`src/rtl/mult_div_seq.sv`:
```
// Iterative multiply/divide unit: shift-add multiply or restoring divide, one bit per clock.
// The 64-bit result lands in hi/lo, and lo is written back to the register bank for one cycle.
module mult_div_seq #(
    parameter int unsigned size = 32
) (
    input  logic            clock,
    input  logic            reset_n,
    input  logic            start,
    input  logic [1:0]      op,
    input  logic [size-1:0] A,
    input  logic [size-1:0] B,
    input  logic [4:0]      dest_reg,
    output logic            busy,
    output logic            done,
    output logic            div0,
    output logic [size-1:0] hi,
    output logic [size-1:0] lo,
    output logic [4:0]      WriteReg,
    output logic [size-1:0] WriteData,
    output logic            RegWrite
);

    localparam int unsigned CW = $clog2(size);

    typedef enum logic [1:0] {IDLE, RUN, FIX, DONE} state_t;

    state_t state, next_state;

    logic [CW-1:0]     count;
    logic [2*size:0]   acc;
    logic [size-1:0]   mcand;
    logic [size-1:0]   a_orig;
    logic              is_div, neg_res, neg_rem, dz;

    logic              accept;
    logic [size-1:0]   mag_a, mag_b;
    logic [size:0]     mul_sum;
    logic [size+1:0]   trial;
    logic [2*size:0]   acc_step;
    logic [2*size-1:0] prod_fix;
    logic [size-1:0]   quot_fix, rem_fix;

    always_ff @(posedge clock or negedge reset_n) begin
        if (!reset_n) state <= IDLE;
        else          state <= next_state;
    end

    always_comb begin
        next_state = state;
        case (state)
            IDLE: if (start) next_state = RUN;
            RUN:  if (count == CW'(size - 1)) next_state = FIX;
            FIX:  next_state = DONE;
            DONE: next_state = IDLE;
            default: next_state = IDLE;
        endcase
    end

    assign accept    = (state == IDLE) && start;
    assign busy      = (state != IDLE);
    assign done      = (state == DONE);
    assign RegWrite  = (state == DONE);
    assign WriteData = lo;

    // Multiply and divide share the accumulator: {carry/rem, multiplier/quotient}.
    always_comb begin
        mag_a   = (op[1] && A[size-1]) ? -A : A;
        mag_b   = (op[1] && B[size-1]) ? -B : B;
        mul_sum = {1'b0, acc[2*size-1:size]} + {1'b0, mcand};
        trial   = {1'b0, acc[2*size-1:size-1]} - {2'b00, mcand};
        if (is_div) begin
            if (!trial[size+1]) acc_step = {trial[size:0], acc[size-2:0], 1'b1};
            else                acc_step = {acc[2*size-1:0], 1'b0};
        end else begin
            if (acc[0]) acc_step = {1'b0, mul_sum, acc[size-1:1]};
            else        acc_step = acc >> 1;
        end
        prod_fix = neg_res ? -acc[2*size-1:0] : acc[2*size-1:0];
        quot_fix = neg_res ? -acc[size-1:0] : acc[size-1:0];
        rem_fix  = neg_rem ? -acc[2*size-1:size] : acc[2*size-1:size];
    end

    always_ff @(posedge clock or negedge reset_n) begin
        if (!reset_n) begin
            count    <= '0;
            acc      <= '0;
            mcand    <= '0;
            a_orig   <= '0;
            is_div   <= 1'b0;
            neg_res  <= 1'b0;
            neg_rem  <= 1'b0;
            dz       <= 1'b0;
            div0     <= 1'b0;
            hi       <= '0;
            lo       <= '0;
            WriteReg <= '0;
        end else begin
            case (state)
                IDLE: if (accept) begin
                    count    <= '0;
                    acc      <= {{(size+1){1'b0}}, (op[0] ? mag_a : mag_b)};
                    mcand    <= op[0] ? mag_b : mag_a;
                    a_orig   <= A;
                    is_div   <= op[0];
                    neg_res  <= op[1] & (A[size-1] ^ B[size-1]);
                    neg_rem  <= op[1] & A[size-1];
                    dz       <= op[0] & (B == '0);
                    div0     <= 1'b0;
                    WriteReg <= dest_reg;
                end
                RUN: begin
                    acc   <= acc_step;
                    count <= count + 1'b1;
                end
                FIX: begin
                    if (!is_div) begin
                        {hi, lo} <= prod_fix;
                    end else if (dz) begin
                        // Divide by zero reports the raw dividend, not the magnitude.
                        lo   <= '1;
                        hi   <= a_orig;
                        div0 <= 1'b1;
                    end else begin
                        lo <= quot_fix;
                        hi <= rem_fix;
                    end
                end
                default: ;
            endcase
        end
    end

endmodule

```
`config.mk`:
```
export PLATFORM = sky130hd
export DESIGN_NAME = mult_div_seq
export DESIGN_NICKNAME = d
export VERILOG_FILES = /design/src/rtl/mult_div_seq.sv
export SDC_FILE = /design/constraint.sdc
export NUM_CORES = 1
export LEC_CHECK = 0
export CORE_UTILIZATION = 28
export CTS_CLUSTER_DIAMETER = 50
export DETAILED_ROUTE_END_ITERATION = 6
export PLACE_DENSITY_LB_ADDON = 0.05
export SETUP_SLACK_MARGIN = 0.1
export SYNTH_ARGS = -nofsm -noshare
export SYNTH_HDL_FRONTEND = slang
export SYNTH_SLANG_ARGS = --single-unit
```
`constraint.sdc`:
```
create_clock -name clock -period 4.7 [get_ports clock]
set_clock_uncertainty 0.2 [all_clocks]
set_input_delay 0.94 -clock clock [delete_from_list [all_inputs] [get_ports clock]]
set_output_delay 0.94 -clock clock [all_outputs]
set_load 0.05 [all_outputs]
```
# Word-level counts from Yosys, hierarchy flattened
# Index checks and enable logic that the tools add are counted.
[totals] reg_bits=210 inputBits=74
[op_classes] add_sub_neg=8 n_eq_ne=9 muxes=25 n_bitwise=4 n_reduce_logical=12
[op_table] op="$mux 32" count=10
[op_table] op="$mux 65" count=3
[op_table] op="$pmux 65 s2" count=1
[op_table] op="$mux 64" count=2
[op_table] op="$neg 32->32" count=4
[op_table] op="$neg 64->64" count=1
[op_table] op="$sub 33x32->34" count=1
[op_table] op="$add 32x32->33" count=1
[op_table] op="$logic_not 32->1" count=1
[op_table] op="$ne 2x2->1 const B" count=5
[op_table] op="$pmux 5 s2" count=1
[op_table] op="$pmux 2 s4" count=1
[op_table] op="$reduce_and 2->1" count=3
[op_table] op="$reduce_bool 2->1" count=3
[op_table] op="$add 5x1->5 const B" count=1
[op_table] op="$eq 5x5->1 const B" count=1
[op_table] op="$mux 5" count=1
[op_table] op="$eq 2x2->1 const B" count=2
[op_table] op="$mux 2" count=2
[op_table] op="$reduce_and 4->1" count=1
[op_table] op="$and 1x1->1" count=3
[op_table] op="$logic_and 1x1->1" count=3
[op_table] op="$mux 1" count=3
[op_table] op="$eq 2x1->1 const B" count=1
[op_table] op="other kinds (3)" count=3

# Depth between registers and ports, before layout
# Gate-level depths: netlist of the first run.
[logic_depth] depth_word=5 depth_mapped=13

# Worst setup path before layout of the first run
# Ideal clock, no wire load.
[synth_path] path_type="input to register" startpoint="input port B[13]" endpoint="register acc[25]" t_arrival_ns=3.247 path_slack_ns=1.123 path_stages=9 n_path_buf=0 cell_sequence="or4_1 > or4_1 > nor4_1 > nand2_1 > o41ai_1 > xor2_1 > nor2_1 > a21oi_1 > o21ai_0"
[synth_between] elab_chain_len=5
[synth_rtl] element="start, declared" line="11" source="input logic [size-1:0] B,"
[synth_rtl] element="$neg 32->32" line="68" source="mag_b = (op[1] && B[size-1]) ? -B : B;"
[synth_rtl] element="$mux 32" line="68"
[synth_rtl] element="$mux 32" line="101" source="acc <= {{(size+1){1'b0}}, (op[0] ? mag_a : mag_b)};"
[synth_rtl] element="$mux 65" line="99" source="IDLE: if (accept) begin"
[synth_rtl] element="$pmux 65 s2" line="98" source="case (state)"
[synth_rtl] element="end signal, assigned" line="101"
[synth_rtl] element="end signal, assigned" line="112" source="acc <= acc_step;"
[synth_rtl] element="end, declared" line="30" source="logic [2*size:0] acc;"
# Every way passes these cells. The select of a mux whose other input is x is not followed.
# A chain may end at the register's enable or synchronous reset.

# Worst setup path after layout of the first run
[layout_path] startpoint="register acc[32]" endpoint="register acc[53]"
[layout_between] elab_chain_len=4
[layout_rtl] element="$sub 33x32->34 / $add 32x32->33 (equally long branches)" line="70, 69"
[layout_rtl] element="$mux 65 / $mux 64 (equally long branches)" line="72, 75"
[layout_rtl] element="$mux 65 *" line="71" source="if (is_div) begin"
[layout_rtl] element="$pmux 65 s2 *" line="98"
# Every way passes the cells marked *; elsewhere a longest branch is shown, timed or not.

==> summary.txt, run 1 <==
Yosys
  • Post-synthesis cell type count: 74
  • Largest family of logic cells by synthesized area: compound AO/OA/AOI/OAI gates
  • Post-synth EDFFs: 0
  • Simple logic cell fraction of the synthesized area: 0.1697
  • Mux share of post-synthesis cell area: 0.06709
  • Synth top area share: 0.2997
  • FF+latch count, synth: 210
  • XOR/XNOR share of the synthesized area: 0.09842
  • Synth Warn #: 0
  • Adder-cell share of the synthesized area: 0.05510
  • Syn Inst Count: 2205
  • Top_reg_cell synth: dfrtp_1
  • Post-synthesis compound-gate area fraction: 0.2451
  • Syn avg cell area: 7.951 um^2
  • Syn_nets: 2355
  • Post-Syn Area: 17530 um^2
  • Top post-synthesis cells by area: dfrtp_1 30%, a21oi_1 7.2%, ha_1 5.3%
  • Asr flop ratio synth: 1.000
  • Seq/Total Area, Yosys: 0.2997
  • Yosys top cell by area: dfrtp_1

Timing
  • Final setup viols: 0
  • Worst-Margin Slew: 1.081 ns
  • Period utilization: 0.8248
  • RSZ-0062 raised after global routing: no
  • Fin Hold WS: 0.1435 ns
  • Setup TNS: 0 ns
  • Min cycle time layout: 3.877 ns
  • Fmax: 0.2579 GHz
  • Slew Viols, Final: 0
  • Slew Limit Headroom: 0.2794
  • Fin. Hold Viols: 0

Route
  • Final WL: 74.04 mm
  • Routed Antenna Nets: 0
  • Pre-antenna DRT Iters: 5
  • Via-to-Cell Ratio: 5.302
  • Via count: 16950
  • WL per Instance: 23.16 um
  • DR DRC count: 0
  • 1st-iter DRT viols: 1135

Pwr
  • Pleak: 8.896 nW
  • Comb pwr share: 0.614
  • Clk pwr share: 0.175
  • Sw Share: 0.5138
  • Seq pwr share: 0.211
  • Int Power: 0.008803 W
  • Psw: 0.009302 W
  • Worst vdd ir: 0.3166 mV
  • Cell Pwr Density: 833.3 nW/um^2

Floorplan
  • Die W: 252.2 um
  • Core ar.: 61830 um^2
  • Initial Util: 0.2836
  • Row Count: 91
  • # IOs: 179
  • Vert. Die Dim: 252.2 um
  • Die area: 63620 um^2

Global routing
  • Vias in the first global route: 16310
  • Global-route wire length before repair: 109.7 mm
  • GRT Resource Usage Total: 0.2304
  • Initial antenna violation count: 1
  • Grt total ovfl: 0
  • Largest net degree at the start of global routing: 93

Worst setup path
  • Startpoint types: flip-flop
  • Slowest stage delay, CP: 0.48 ns
  • Cell class contributing the biggest share of worst-path delay: compound AO/OA/AOI/OAI gates
  • CP arrival: 4.11 ns
  • CP required: 4.93 ns
  • Critical path capture point type: flip-flop
  • CP max-delay cell: dfrtp_1
  • Critical path type: reg2reg
  • Top cell by count, worst path: a211oi_1
  • Reg2reg path depth: 13
  • R2R Path End: acc[53]
  • Flop-to-flop setup slack: 0.82 ns
  • CP Cell Sequence: ha_1 > inv_1 > fa_1 > nor2b_1 > o2111ai_1 > a211oi_1 > buf_4 > nor2_1 > a21oi_1 > a311oi_1 > mux2i_1 > a211oi_1 > o21ai_0
  • Crit path depth: 13
  • Crit path max fanout: 5
  • Worst reg2reg startpoint: acc[32]
  • Worst Path Buf+Inv: 2

Outcome
  • Status: finished, final reports clean

Hold path
  • Min-Delay Path Class: in2async

Clock network
  • CTS tree: done
  • Register clock-pin slew on the reported worst setup and hold paths: 0.05 ns
  • # H-tree levels: 2
  • CTS sink cnt: 210
  • Root Driver: clkbuf_16
  • Post-CTS setup buffers: 0
  • Num CTS Buffers: 40
  • Hold buffers post-CTS: 0
  • Cts repair resizes: 0
  • Max Root-Sink Buffers: 3
  • Clock Latency Late Sink: 0.57 ns

Finish
  • Post-layout nets: 2479
  • Filler Cell Count: 6503
  • Area grow syn2layout: 23.94%
  • Layout cell share with drive strength beyond 1: 0.1072
  • Final Instance Area: 21730 um^2

Placed design
  • DP Area: 20280 um^2
  • DP HPWL: 56.95 mm
  • Port bufs: 178
  • Routability cong.: 0.8993

Run
  • Total of max-cap violations: 0
## power by group through the flow
stage | clock network, W | logic, W | registers [W]
detailed placement | 0 | 0.0111 | 0.00388
CTS | 0.00324 | 0.0111 | 0.00386
floorplan | 0 | 0.00695 | 0.00418
finish | 0.00317 | 0.0111 | 0.00381
global route | 0.00331 | 0.0121 | 0.00394
global placement | 0 | 0.0111 | 0.00386
## synth_stat cells (all sizes together), types with 6 or more instances
| cell | count |
|---|---|
| a21oi | 251 |
| nor2 | 218 |
| dfrtp | 210 |
| nand2 | 205 |
| o21ai | 177 |
| clkbuf | 125 |
| xor2 | 102 |
| xnor2 | 95 |
| inv | 79 |
| ha | 74 |
| buf | 60 |
| mux2 | 60 |
| mux2i | 50 |
| nor3 | 41 |
| o211ai | 41 |
| a211oi | 40 |
| o31ai | 31 |
| a21o | 30 |
| nand3 | 29 |
| or3 | 29 |
| o41ai | 19 |
| or4 | 19 |
| a31oi | 15 |
| nor2b | 15 |
| nand4 | 14 |
| nor4 | 14 |
| and2 | 13 |
| nand2b | 13 |
| and3 | 12 |
| o21a | 12 |
| or2 | 12 |
| o221ai | 11 |
| a22o | 7 |
| o21bai | 6 |
## state kept, by name (all words and copies together), names as in the netlist, 2 cells and up
name / flops
acc: 65
WriteData: 32
a_orig: 32
hi: 32
mcand: 32
WriteReg: 5
count: 5
state: 2
## worst max path at each step
stage               from        end
2_1_floorplan      B[13]    acc[25]
3_3_place_gp       B[11]  mcand[25]
3_5_place_dp       B[11]  mcand[25]
4_1_cts          acc[32]    acc[53]
5_1_grt        mcand[15]    acc[62]
6_report         acc[32]    acc[53]
## area by class of cell
type,instances,area [um^2],share of cell area
Multi-Input combinational cell,1727,11180,0.5147
Tap cell,837,1047,0.04820
Sequential cell,210,5261,0.2421
Antenna cell,1,2.502,0.0001152
Clock inverter,24,352.8,0.01624
Inverter,83,311.5,0.01434
Timing Repair Buffer,267,2477,0.1140
Clock buffer,48,1091,0.05021
## logic make-up after synthesis
logic type	after synthesis
AO/OA/AOI/OAI	697
XOR/XNOR	197
adder cells (fa/ha/maj)	76
buffers and inverters	268
flip-flops	210
multiplexers	110
AND/OR/NAND/NOR	647
## layer usage
| layer | wire length (um) | up-vias | global-route usage |
|---|---|---|---|
| met4 | 2189 | 0 | 0.07030 |
| met2 | 33760 | 407 | 0.3658 |
| met3 | 3298 | 102 | 0.02925 |
| li1 | - | 8127 | - |
| met5 | 0 | - | 0 |
| met1 | 34800 | 8316 | 0.3239 |
## cell usage in the layout, fill, tap and decap left out, drive strengths merged, types with 60 or more instances in the layout
cell / count
a21oi: 251
buf: 91
clkdlybuf4s50: 176
dfrtp: 210
ha: 74
inv: 83
mux2: 60
nand2: 205
nor2: 218
o21ai: 177
xnor2: 95
xor2: 102
## per-stage QoR
step / setup slack, ns / instances / utilization / power, W
4_1_cts: 0.8422 / 3196 / 0.3514 / 0.01822
5_1_grt: 0.5877 / 3196 / 0.3514 / 0.01932
3_3_place_gp: 0.4448 / 3124 / 0.3281 / 0.01496
2_1_floorplan: 1.123 / 2205 / - / 0.01113
6_report: 0.8232 / 3197 / 0.3514 / 0.01811
3_5_place_dp: 0.4303 / 3124 / 0.3281 / 0.01496
Power figures use the tool's default switching activity.
==> run 2: changes to the inputs <==
==> constraint.sdc (replaced) <==
create_clock -name clock -period 4.1 [get_ports clock]
set_clock_uncertainty 0.2 [all_clocks]
set_input_delay 0.82 -clock clock [delete_from_list [all_inputs] [get_ports clock]]
set_output_delay 0.82 -clock clock [all_outputs]
set_load 0.05 [all_outputs]
==> run 2 against run 1 <==
  * Core utilization increased by 0.77 points
  * Global-route usage about the same
  * Sequential cell count unchanged
  * Design area up 2.2%
  * Critical endpoint is now hi[20]
  * Critical path type unchanged
  * Via count grew 0.55%
  * Maximum frequency rose by 2.2%
  * Die area is the same
==> summary.txt, run 2 (synthesis results as in run 1) <==
Outcome
  • Status: finished, final reports clean (unchanged)

Route
  • DR DRC count: 0 (unchanged)
  • Routed Antenna Nets: 0 (unchanged)
  • Pre-antenna DRT Iters: 7 (was 5)
  • 1st-iter DRT viols: 1229 (was 1135)
  • Final WL: 74.33 mm (was 74.04 mm)
  • WL per Instance: 22.81 um (was 23.16 um)
  • Via-to-Cell Ratio: 5.230 (was 5.302)
  • Via count: 17050 (was 16950)

Clock network
  • Hold buffers post-CTS: 0 (unchanged)
  • Clock Latency Late Sink: 0.58 ns (was 0.57 ns)
  • Root Driver: clkbuf_16 (unchanged)
  • Post-CTS setup buffers: 0 (unchanged)
  • Register clock-pin slew on the reported worst setup and hold paths: 0.05 ns (about the same)
  • Cts repair resizes: 0 (unchanged)
  • CTS sink cnt: 210 (unchanged)
  • CTS tree: done (unchanged)
  • Max Root-Sink Buffers: 3 (unchanged)
  • Num CTS Buffers: 42 (was 40)
  • # H-tree levels: 2 (unchanged)

Worst setup path
  • Crit path max fanout: 7 (was 5)
  • Cell class contributing the biggest share of worst-path delay: simple AND/OR/NAND/NOR gates (was compound AO/OA/AOI/OAI gates)
  • Slowest stage delay, CP: 0.55 ns (was 0.48 ns)
  • CP max-delay cell: or4b_4 (was dfrtp_1)
  • CP required: 4.34 ns (was 4.93 ns)
  • Startpoint types: flip-flop (unchanged)
  • Worst Path Buf+Inv: 1 (was 2)
  • CP Cell Sequence: or3_4 > or4b_4 > nor3_1 > nand3_1 > buf_4 > o41ai_1 > xor2_1 > nor2_1 > a21oi_1 > a21oi_1 (was ha_1 > inv_1 > fa_1 > nor2b_1 > o2111ai_1 > a211oi_1 > buf_4 > nor2_1 > a21oi_1 > a311oi_1 > mux2i_1 > a211oi_1 > o21ai_0)
  • Top cell by count, worst path: a21oi_1 (was a211oi_1)
  • Critical path capture point type: flip-flop (unchanged)
  • Critical path type: reg2reg (unchanged)
  • CP arrival: 4.03 ns (was 4.11 ns)

Timing
  • Fmax: 0.2635 GHz (was 0.2579 GHz)
  • Slew Limit Headroom: 0.3136 (was 0.2794)
  • Min cycle time layout: 3.795 ns (was 3.877 ns)
  • Fin. Hold Viols: 0 (unchanged)
  • Slew Viols, Final: 0 (unchanged)
  • RSZ-0062 raised after global routing: no (unchanged)
  • Worst-Margin Slew: 1.030 ns (was 1.081 ns)
  • Final setup viols: 0 (unchanged)
  • Period utilization: 0.9255 (was 0.8248)
  • Setup TNS: 0 ns (unchanged)

Finish
  • Post-layout nets: 2539 (was 2479)
  • Ant. Diodes: 0 (was 1)
  • Most frequent cells in the layout: 251 x a21oi_1, 218 x nor2_1, 206 x dfrtp_1 (was 251 x a21oi_1, 218 x nor2_1, 207 x dfrtp_1)
  • Finished Layout Cells: 3259 (was 3197)
  • Storage element area: 5263 um^2 (was 5261 um^2)
  • Footprint of the multi-input gates: 11190 um^2 (was 11180 um^2)
  • Commonest non-fill, non-tap cell in the layout: a21oi_1 (unchanged)
  • Top reg by flops: acc (unchanged)
  • Area grow syn2layout: 26.66% (was 23.94%)
  • Filler Cell Count: 6449 (was 6503)
  • Layout cell share with drive strength beyond 1: 0.1313 (was 0.1072)
  • Largest register FFs: 65 (unchanged)

Global routing
  • GRT Resource Usage Total: 0.2309 (was 0.2304)
  • Global-route wire length before repair: 109.4 mm (was 109.7 mm)
  • Largest net degree at the start of global routing: 79 (was 93)
  • Vias in the first global route: 16420 (was 16310)
  • Initial antenna violation count: 1 (unchanged)
  • Grt total ovfl: 0 (unchanged)

Floorplan
  • Die area: 63620 um^2 (unchanged)
  • # IOs: 179 (unchanged)
  • Row Count: 91 (unchanged)
  • Core ar.: 61830 um^2 (unchanged)
  • Die W: 252.2 um (unchanged)
  • Vert. Die Dim: 252.2 um (unchanged)
  • Initial Util: 0.2836 (unchanged)

Placed design
  • Placed insts: 3182 (was 3124)
  • Routability cong.: 0.8876 (was 0.8993)
  • DP HPWL: 57.79 mm (was 56.95 mm)
  • Port bufs: 178 (unchanged)

Pwr
  • Pleak: 9.186 nW (was 8.896 nW)
  • Worst vdd ir: 0.3895 mV (was 0.3166 mV)
  • Cell Pwr Density: 942.8 nW/um^2 (was 833.3 nW/um^2)

Hold path
  • Min-Delay Path Class: in2async (unchanged)

Run
  • Total of max-cap violations: 0 (unchanged)
run 2: changes by cell type in the layout (fill, tap and decap cells not counted), moves of 2 or more:
cell,before,now
inv_6,3,6
clkinvlp_4,5,7
bufinv_16,7,3
clkbuf_16,40,42
buf_4,88,143
buf_12,2,5
run 2: cell type report:
| type | instances | share of cell area |
|---|---|---|
| Multi-Input combinational cell | 1727 | 0.5039 |
| Sequential cell | 210 | 0.2370 |
| Timing Repair Buffer | 325 | 0.1329 |
| Clock buffer | 51 | 0.05201 |
| Tap cell | 837 | 0.04716 |
| Inverter | 83 | 0.01403 |
| Clock inverter | 26 | 0.01302 |
run 2: worst paths after layout:
check / from / endpoint / slack [ns] / cells past startpoint
worst max-delay path: acc[10] / hi[20] / 0.31 / 10
worst min-delay path: reset_n / hi[28] / 0.02 / 1
worst max register to register: acc[10] / hi[20] / 0.31 / 10
worst min register to register: hi[10] / hi[10] / 0.29 / 1
max in group asynchronous: reset_n / neg_res / 2.73 / 2
min in group clock: hi[10] / hi[10] / 0.29 / 1
run 2: worst register-to-register path, stage by stage, from the launching register on:
cell,delay [ns]
dfrtp_1,0.44
or3_4,0.43
or4b_4,0.55
nor3_1,0.45
nand3_1,0.36
buf_4,0.29
o41ai_1,0.44
xor2_1,0.21
nor2_1,0.05
a21oi_1,0.15
a21oi_1,0.08
run 2: routing by layer:
metal  part of all wire  routed length, um  vias up  track usage
li1                   -                  -     8228            -
met1               0.46              34390     8330       0.3213
met2               0.46              34550      416       0.3739
met3              0.052               3895       72      0.03491
met4              0.020               1498        0      0.05351
met5                  0                  0        -            0
run 2: through the flow:
stage	util	area [um^2]	power, W	hold slack [ns]	setup WS, ns
global placement	0.3357	20750	0.01741	0.2648	0.03816
CTS	0.3591	22200	0.02110	0.03279	0.2467
global route	0.3592	22210	0.02242	0.05565	0.1027
finish	0.3592	22210	0.02093	0.01795	0.3054
floorplan	-	17530	0.01276	0.2496	0.6425
detailed placement	0.3357	20750	0.01742	0.2763	0.08455
run 2: report_power, final:
part	leakage, nW	internal, W	switching (W)
logic	5.97	0.00498	0.00810
clock network	0.691	0.00222	0.00134
registers	2.53	0.00303	0.00127
